--- config.mk ---
export PLATFORM = sky130hd
export DESIGN_NAME = channel_scanner
export DESIGN_NICKNAME = d
export VERILOG_FILES = /design/src/rtl/channel_scanner.sv
export SDC_FILE = /design/constraint.sdc
export NUM_CORES = 1
export LEC_CHECK = 0
export ABC_AREA = 1
export CAP_MARGIN = 40
export CORE_MARGIN = 2
export CORE_UTILIZATION = 47
export DETAILED_ROUTE_END_ITERATION = 10
export GPL_TIMING_DRIVEN = 0
export HOLD_SLACK_MARGIN = 0.1
export PLACE_DENSITY_LB_ADDON = 0.3
export SKIP_LAST_GASP = 1
export SYNTH_ARGS = -nofsm -noshare
export SYNTH_HDL_FRONTEND = slang
export SYNTH_SLANG_ARGS = --single-unit
export TNS_END_PERCENT = 50
--- constraint.sdc ---
create_clock -name i_clk -period 1.7 [get_ports i_clk]
set_clock_uncertainty 0.1 [all_clocks]
set_input_delay 0.255 -clock i_clk [delete_from_list [all_inputs] [get_ports i_clk]]
set_output_delay 0.255 -clock i_clk [all_outputs]
set_load 0.05 [all_outputs]
--- src/rtl/channel_scanner.sv ---
// rtl/channel_scanner.sv - sequences a 4-bit channel index through the enabled bits of a 16-bit mask
// Optional feature macro SCAN_HOLD_EN adds i_hold, which freezes the dwell counter while scanning.
module channel_scanner #(
  parameter int DWELL_W = 8
) (
  input  logic               i_clk,
  input  logic               i_rst,
  input  logic               i_start,
  input  logic               i_stop,
  input  logic               i_continuous,
  input  logic [15:0]        i_mask,
  input  logic [DWELL_W-1:0] i_dwell,
`ifdef SCAN_HOLD_EN
  input  logic               i_hold,
`endif
  output logic [3:0]         o_ch_idx,
  output logic               o_ch_valid,
  output logic               o_ch_first,
  output logic               o_busy,
  output logic               o_done,
  output logic               o_err_empty
);

  typedef enum logic [0:0] {IDLE, SCAN} state_t;

  state_t             r_state;
  logic [15:0]        r_mask_q;
  logic               r_cont_q;
  logic [DWELL_W-1:0] r_cnt;
  logic [3:0]         r_ch_idx;
  logic               r_ch_first;
  logic               r_done;
  logic               r_err_empty;

  state_t             w_state;
  logic [15:0]        w_mask_q;
  logic               w_cont_q;
  logic [DWELL_W-1:0] w_cnt;
  logic [3:0]         w_ch_idx;
  logic               w_ch_first;
  logic               w_done;
  logic               w_err_empty;

  logic               w_hold;
  logic [3:0]         w_low_idx;
  logic [3:0]         w_next_idx;
  logic               w_next_found;

`ifdef SCAN_HOLD_EN
  assign w_hold = i_hold;
`else
  assign w_hold = 1'b0;
`endif

  // Lowest set bit of the live mask, used on start and on wrap.
  always_comb begin
    w_low_idx = 4'd0;
    for (int i = 15; i >= 0; i--) begin
      if (i_mask[i]) w_low_idx = 4'(i);
    end
  end

  // Lowest set bit of the latched mask strictly above the current channel.
  always_comb begin
    w_next_idx   = 4'd0;
    w_next_found = 1'b0;
    for (int i = 15; i >= 0; i--) begin
      if (r_mask_q[i] && (i > int'(r_ch_idx))) begin
        w_next_idx   = 4'(i);
        w_next_found = 1'b1;
      end
    end
  end

  always_comb begin
    w_state     = r_state;
    w_mask_q    = r_mask_q;
    w_cont_q    = r_cont_q;
    w_cnt       = r_cnt;
    w_ch_idx    = r_ch_idx;
    w_ch_first  = 1'b0;
    w_done      = 1'b0;
    w_err_empty = 1'b0;
    case (r_state)
      IDLE: begin
        if (i_start && !i_stop) begin
          if (i_mask != 16'd0) begin
            w_mask_q   = i_mask;
            w_cont_q   = i_continuous;
            w_ch_idx   = w_low_idx;
            w_cnt      = i_dwell;
            w_ch_first = 1'b1;
            w_state    = SCAN;
          end else begin
            w_err_empty = 1'b1;
          end
        end
      end
      SCAN: begin
        if (i_stop) begin
          w_state = IDLE;
          w_done  = 1'b1;
        end else if (w_hold) begin
          w_cnt = r_cnt;
        end else if (r_cnt != '0) begin
          w_cnt = r_cnt - 1'b1;
        end else if (w_next_found) begin
          w_ch_idx   = w_next_idx;
          w_cnt      = i_dwell;
          w_ch_first = 1'b1;
        end else if (!r_cont_q) begin
          w_state = IDLE;
          w_done  = 1'b1;
        end else begin
          // Wrap: the live mask is re-sampled only here, so mid-sweep edits wait for it.
          w_mask_q = i_mask;
          if (i_mask != 16'd0) begin
            w_ch_idx   = w_low_idx;
            w_cnt      = i_dwell;
            w_ch_first = 1'b1;
          end else begin
            w_state     = IDLE;
            w_done      = 1'b1;
            w_err_empty = 1'b1;
          end
        end
      end
      default: w_state = IDLE;
    endcase
  end

  always_ff @(posedge i_clk) begin
    if (i_rst) begin
      r_state     <= IDLE;
      r_mask_q    <= 16'd0;
      r_cont_q    <= 1'b0;
      r_cnt       <= '0;
      r_ch_idx    <= 4'd0;
      r_ch_first  <= 1'b0;
      r_done      <= 1'b0;
      r_err_empty <= 1'b0;
    end else begin
      r_state     <= w_state;
      r_mask_q    <= w_mask_q;
      r_cont_q    <= w_cont_q;
      r_cnt       <= w_cnt;
      r_ch_idx    <= w_ch_idx;
      r_ch_first  <= w_ch_first;
      r_done      <= w_done;
      r_err_empty <= w_err_empty;
    end
  end

  assign o_ch_idx    = r_ch_idx;
  assign o_ch_valid  = (r_state == SCAN);
  assign o_busy      = (r_state == SCAN);
  assign o_ch_first  = r_ch_first;
  assign o_done      = r_done;
  assign o_err_empty = r_err_empty;

endmodule

==> results.txt <==
- Transition time of the tightest slew-check pin: around 0.56 ns
- The critical path is of the flip-flop to flip-flop type.
* CTS clock-pin slew for the worst setup and hold paths: approximately 0.08 ns
- After technology mapping, the gate count stands at around 340.
- Die footprint: approximately 0.005 mm2
- The root buffer cell chosen for the clock tree is sky130_fd_sc_hd__clkbuf_8.
- Along the worst path, the maximum fanout reaches 8.
* CTS sink cnt: 32
* Relative slew slack: 0.626
- Max-slew violation count: 0
- After detailed routing, the average wire length per cell comes to between 10 and 15 um.
* Final weighted congestion of routability-driven global placement: 0.943
- Signal arrival time at the worst endpoint: roughly 2.3 ns
- Subtracting the final worst setup slack from the clock period gives between 2 and 2.5 ns.
- Power density relative to cell area: 790 mW/mm2
- The worst setup path is captured at a flip-flop.
- Once detail routing completed, the nets flagged for antenna violations numbered 0.
- The first routing iteration left around 360 violations.
* Tightest Hold Check Type: flip-flop to flip-flop
- Post-route core utilization: 0.684
- Number of DRC violations after detailed routing: 0
- Mean area per synthesized cell: 6.27 um2
- Max clock buf depth: 2
* Net count reported at finish: around 430
* Width of the die: a little over 70 um
* Count of unique library cells instantiated by Yosys: 34
* R2R setup slack: -0.48 ns
* All-layer global routing usage: 0.258
- Via/cell ratio: between 5 and 6
- Global routing finished with a remaining overflow of 0.
* Share of cells above drive strength 1: 0.225
- Row count: 24
* Worst-case setup margin in the final layout: -0.482 ns
- Initial antenna violation count: 0
- P&R area growth vs syn: 41.0%
- During I/O placement, the number of pins put on the boundary was 38.
- Clock latency at the later pin of the worst-skew pair: about 0.30 ns
* Count of warnings emitted by yosys: 0
* Status: finished, violations left
* Final hold viol count: 0
* CTS tree: yes
- Share of synthesized area occupied by flip-flops and latches: 0.303
* Floorplan Core Area: between 0.004 and 0.005 mm2
- Maximum vdd ir drop: ~0.38 mV
- When the netlist entered floorplanning its net count stood at about 370.
- Dpl hpwl: roughly 4200 um
- Pre-Repair DR Iteration Count: 6
- Wirelength, routed: between 6000 and 7000 um
- Unrepaired setup endpoints after global routing: true
- Hold Slack: 0.420 ns
- Total vias in the final route: 2517
- Number of hold buffers added after CTS: 0
* Total chip power: 2.35 mW
- At the placement stage, the worst setup path has a slack of -1.07 ns.
- After synthesis the netlist holds a flip-flop and latch count of 32.
- Total standard cell area after synthesis: between 0.002 and 0.0025 mm2
* Violations in the final reports: setup timing
- H-Tree Depth: 2
- Setup violations remaining at the end of the flow were counted as a little over 40.
* Worst Setup Start Kind: flip-flop
- First-pass GRT wire length: 10200 um
* Setup_tns: -13.78 ns
- Timing would allow up to roughly 460 MHz.
* Data required, critical path: 1.81 ns
* Ratio of final minimum period to clock period: 1.28
- The tool flagged a number of max-cap violations equal to 0.
* Die Height: 71.0 um
* Number of global-route vias before repair: 2291
- Largest net degree at the start of global routing: 11
- Initial standard-cell utilization of the core: 0.485
- Port buffering added 37 buffers.
- 0 antenna diodes ended up in the layout.
- For this design the static power due to leakage is ~1.3 nW.
* Number of buffers added by the clock tree synthesis step: 5
==> where the power goes <==
part | leakage, nW | switching, mW | internal (mW)
combinational | 1.03 | 0.493 | 0.353
sequential | 0.266 | 0.0632 | 0.808
clock | 0.0510 | 0.310 | 0.323
total | 1.35 | 0.867 | 1.48
==> timing repair <==
item	4_1_cts	5_1_grt
setup endpoints to repair	41	41
gates resized for setup	20	18
pin swaps	13	4
setup buffers	18	3
gates cloned	0	1
==> final timing paths <==
| kind | cells after the start | start | end |
|---|---|---|---|
| max | 13 | o_ch_idx[1] | r_mask_q[6] |
| min | 2 | r_cnt[0] | r_cnt[0] |
| max reg2reg | 13 | o_ch_idx[1] | r_mask_q[6] |
| min reg2reg | 2 | r_cnt[0] | r_cnt[0] |
==> cells in the mapped netlist <==
cell type,number,share of area
sky130_fd_sc_hd__a211oi_1,4,0.014
sky130_fd_sc_hd__nand2_1,71,0.13
sky130_fd_sc_hd__inv_2,8,0.014
sky130_fd_sc_hd__o211ai_1,6,0.021
sky130_fd_sc_hd__nor2_1,45,0.080
sky130_fd_sc_hd__inv_1,34,0.060
sky130_fd_sc_hd__nand3_1,24,0.057
sky130_fd_sc_hd__nand4_1,3,0.0089
sky130_fd_sc_hd__a31oi_1,2,0.0059
sky130_fd_sc_hd__nor3_2,1,0.0047
sky130_fd_sc_hd__buf_2,1,0.0024
sky130_fd_sc_hd__clkbuf_1,2,0.0036
sky130_fd_sc_hd__nor2_8,1,0.0095
sky130_fd_sc_hd__nand2_2,5,0.015
sky130_fd_sc_hd__o22ai_1,1,0.0030
sky130_fd_sc_hd__o21ai_0,18,0.043
sky130_fd_sc_hd__buf_1,1,0.0018
sky130_fd_sc_hd__a21oi_1,23,0.055
sky130_fd_sc_hd__nor3_1,4,0.0095
sky130_fd_sc_hd__mux2i_1,2,0.0095
sky130_fd_sc_hd__or2_2,1,0.0030
sky130_fd_sc_hd__nand3b_1,2,0.0071
sky130_fd_sc_hd__a21oi_2,7,0.029
sky130_fd_sc_hd__o31ai_1,2,0.0071
sky130_fd_sc_hd__a32oi_1,1,0.0041
sky130_fd_sc_hd__o21ai_1,25,0.059
sky130_fd_sc_hd__buf_6,1,0.0053
sky130_fd_sc_hd__ha_1,2,0.012
sky130_fd_sc_hd__buf_4,2,0.0071
sky130_fd_sc_hd__clkinv_1,2,0.0036
sky130_fd_sc_hd__xnor2_1,1,0.0041
sky130_fd_sc_hd__nor2_2,1,0.0030
sky130_fd_sc_hd__xor2_1,2,0.0083
sky130_fd_sc_hd__dfxtp_1,32,0.30
==> sequential cells by signal, summed over array words and instances (netlist names) <==
signal / cells
o_busy: 1
r_cnt: 8
r_cont_q: 1
o_ch_idx: 4
o_ch_first: 1
r_mask_q: 15
o_done: 1
o_err_empty: 1
==> stage by stage <==
| step | cell area (um2) | cells |
|---|---|---|
| global route | 2980 | 456 |
| detailed placement | 2600 | 426 |
| floorplan | 2160 | 337 |
| CTS | 2900 | 452 |
| finish | 2980 | 456 |
| global placement | 2600 | 426 |
==> layer usage <==
metal,vias up,global-route usage,part of all wire
met5,-,0,0
met4,0,0.124,0.040
met3,36,0.0641,0.080
met2,134,0.410,0.46
met1,1098,0.328,0.42
li1,1249,-,-
==> cell type report <==
| class | count | area [um2] |
|---|---|---|
| multi-input cells | 254 | 1380 |
| fillers | 361 | 1380 |
| clock buffers | 6 | 82.6 |
| flip-flops and latches | 32 | 656 |
| inverters | 44 | 173 |
| well taps | 52 | 65.1 |
| clock inverters | 2 | 10.0 |
| repair buffers | 59 | 559 |
| plain buffers | 7 | 52.6 |
==> placed cells by master, fill, tap and decap left out, types with 3 or more instances in the layout <==
master                             n
sky130_fd_sc_hd__nand2_4           3
sky130_fd_sc_hd__inv_2             7
sky130_fd_sc_hd__dfxtp_1          28
sky130_fd_sc_hd__nand2_2           4
sky130_fd_sc_hd__nor3_1            3
sky130_fd_sc_hd__nor2_1           35
sky130_fd_sc_hd__nand2_1          69
sky130_fd_sc_hd__o21ai_1          20
sky130_fd_sc_hd__a211oi_1          4
sky130_fd_sc_hd__o21ai_0          13
sky130_fd_sc_hd__clkinv_2          4
sky130_fd_sc_hd__buf_6             4
sky130_fd_sc_hd__nand3_1          22
sky130_fd_sc_hd__nor2_2            8
sky130_fd_sc_hd__a21oi_1          22
sky130_fd_sc_hd__clkbuf_8          6
sky130_fd_sc_hd__buf_4            20
sky130_fd_sc_hd__clkdlybuf4s50_1  37
sky130_fd_sc_hd__nand4_1           3
sky130_fd_sc_hd__inv_1            33
sky130_fd_sc_hd__dfxtp_4           4
sky130_fd_sc_hd__a21oi_2           8
sky130_fd_sc_hd__o21ai_2          10
sky130_fd_sc_hd__nor2_4            3
sky130_fd_sc_hd__o211ai_1          6
==> critical path, cell delays in order (launching register included) <==
cell                       delay (ns)
sky130_fd_sc_hd__dfxtp_4         0.41
sky130_fd_sc_hd__nand2_4         0.08
sky130_fd_sc_hd__o211ai_1        0.26
sky130_fd_sc_hd__nand2_1         0.15
sky130_fd_sc_hd__nor2_2          0.13
sky130_fd_sc_hd__nand2_2         0.11
sky130_fd_sc_hd__nor2_8          0.17
sky130_fd_sc_hd__nand3_2         0.08
sky130_fd_sc_hd__nand2_1         0.10
sky130_fd_sc_hd__nand2_2         0.07
sky130_fd_sc_hd__inv_4           0.09
sky130_fd_sc_hd__buf_8           0.13
sky130_fd_sc_hd__o21ai_1         0.06
sky130_fd_sc_hd__a21oi_1         0.15
==> cell families (layout without fill, tap and decap cells) <==
kind of cell               Yosys count  in the layout  share of synthesized area
xor gates and xnor gates             3              3                     0.0124
and+or+nand+nor                    158            158                      0.323
adders and majority gates            2              2                     0.0118
buffers and inverters               51            118                     0.0983
DFF                                 32             32                      0.303
muxes                                2              2                    0.00948
AOI/OAI and AO/OA                   89             89                      0.241
Power figures use the tool's default switching activity.
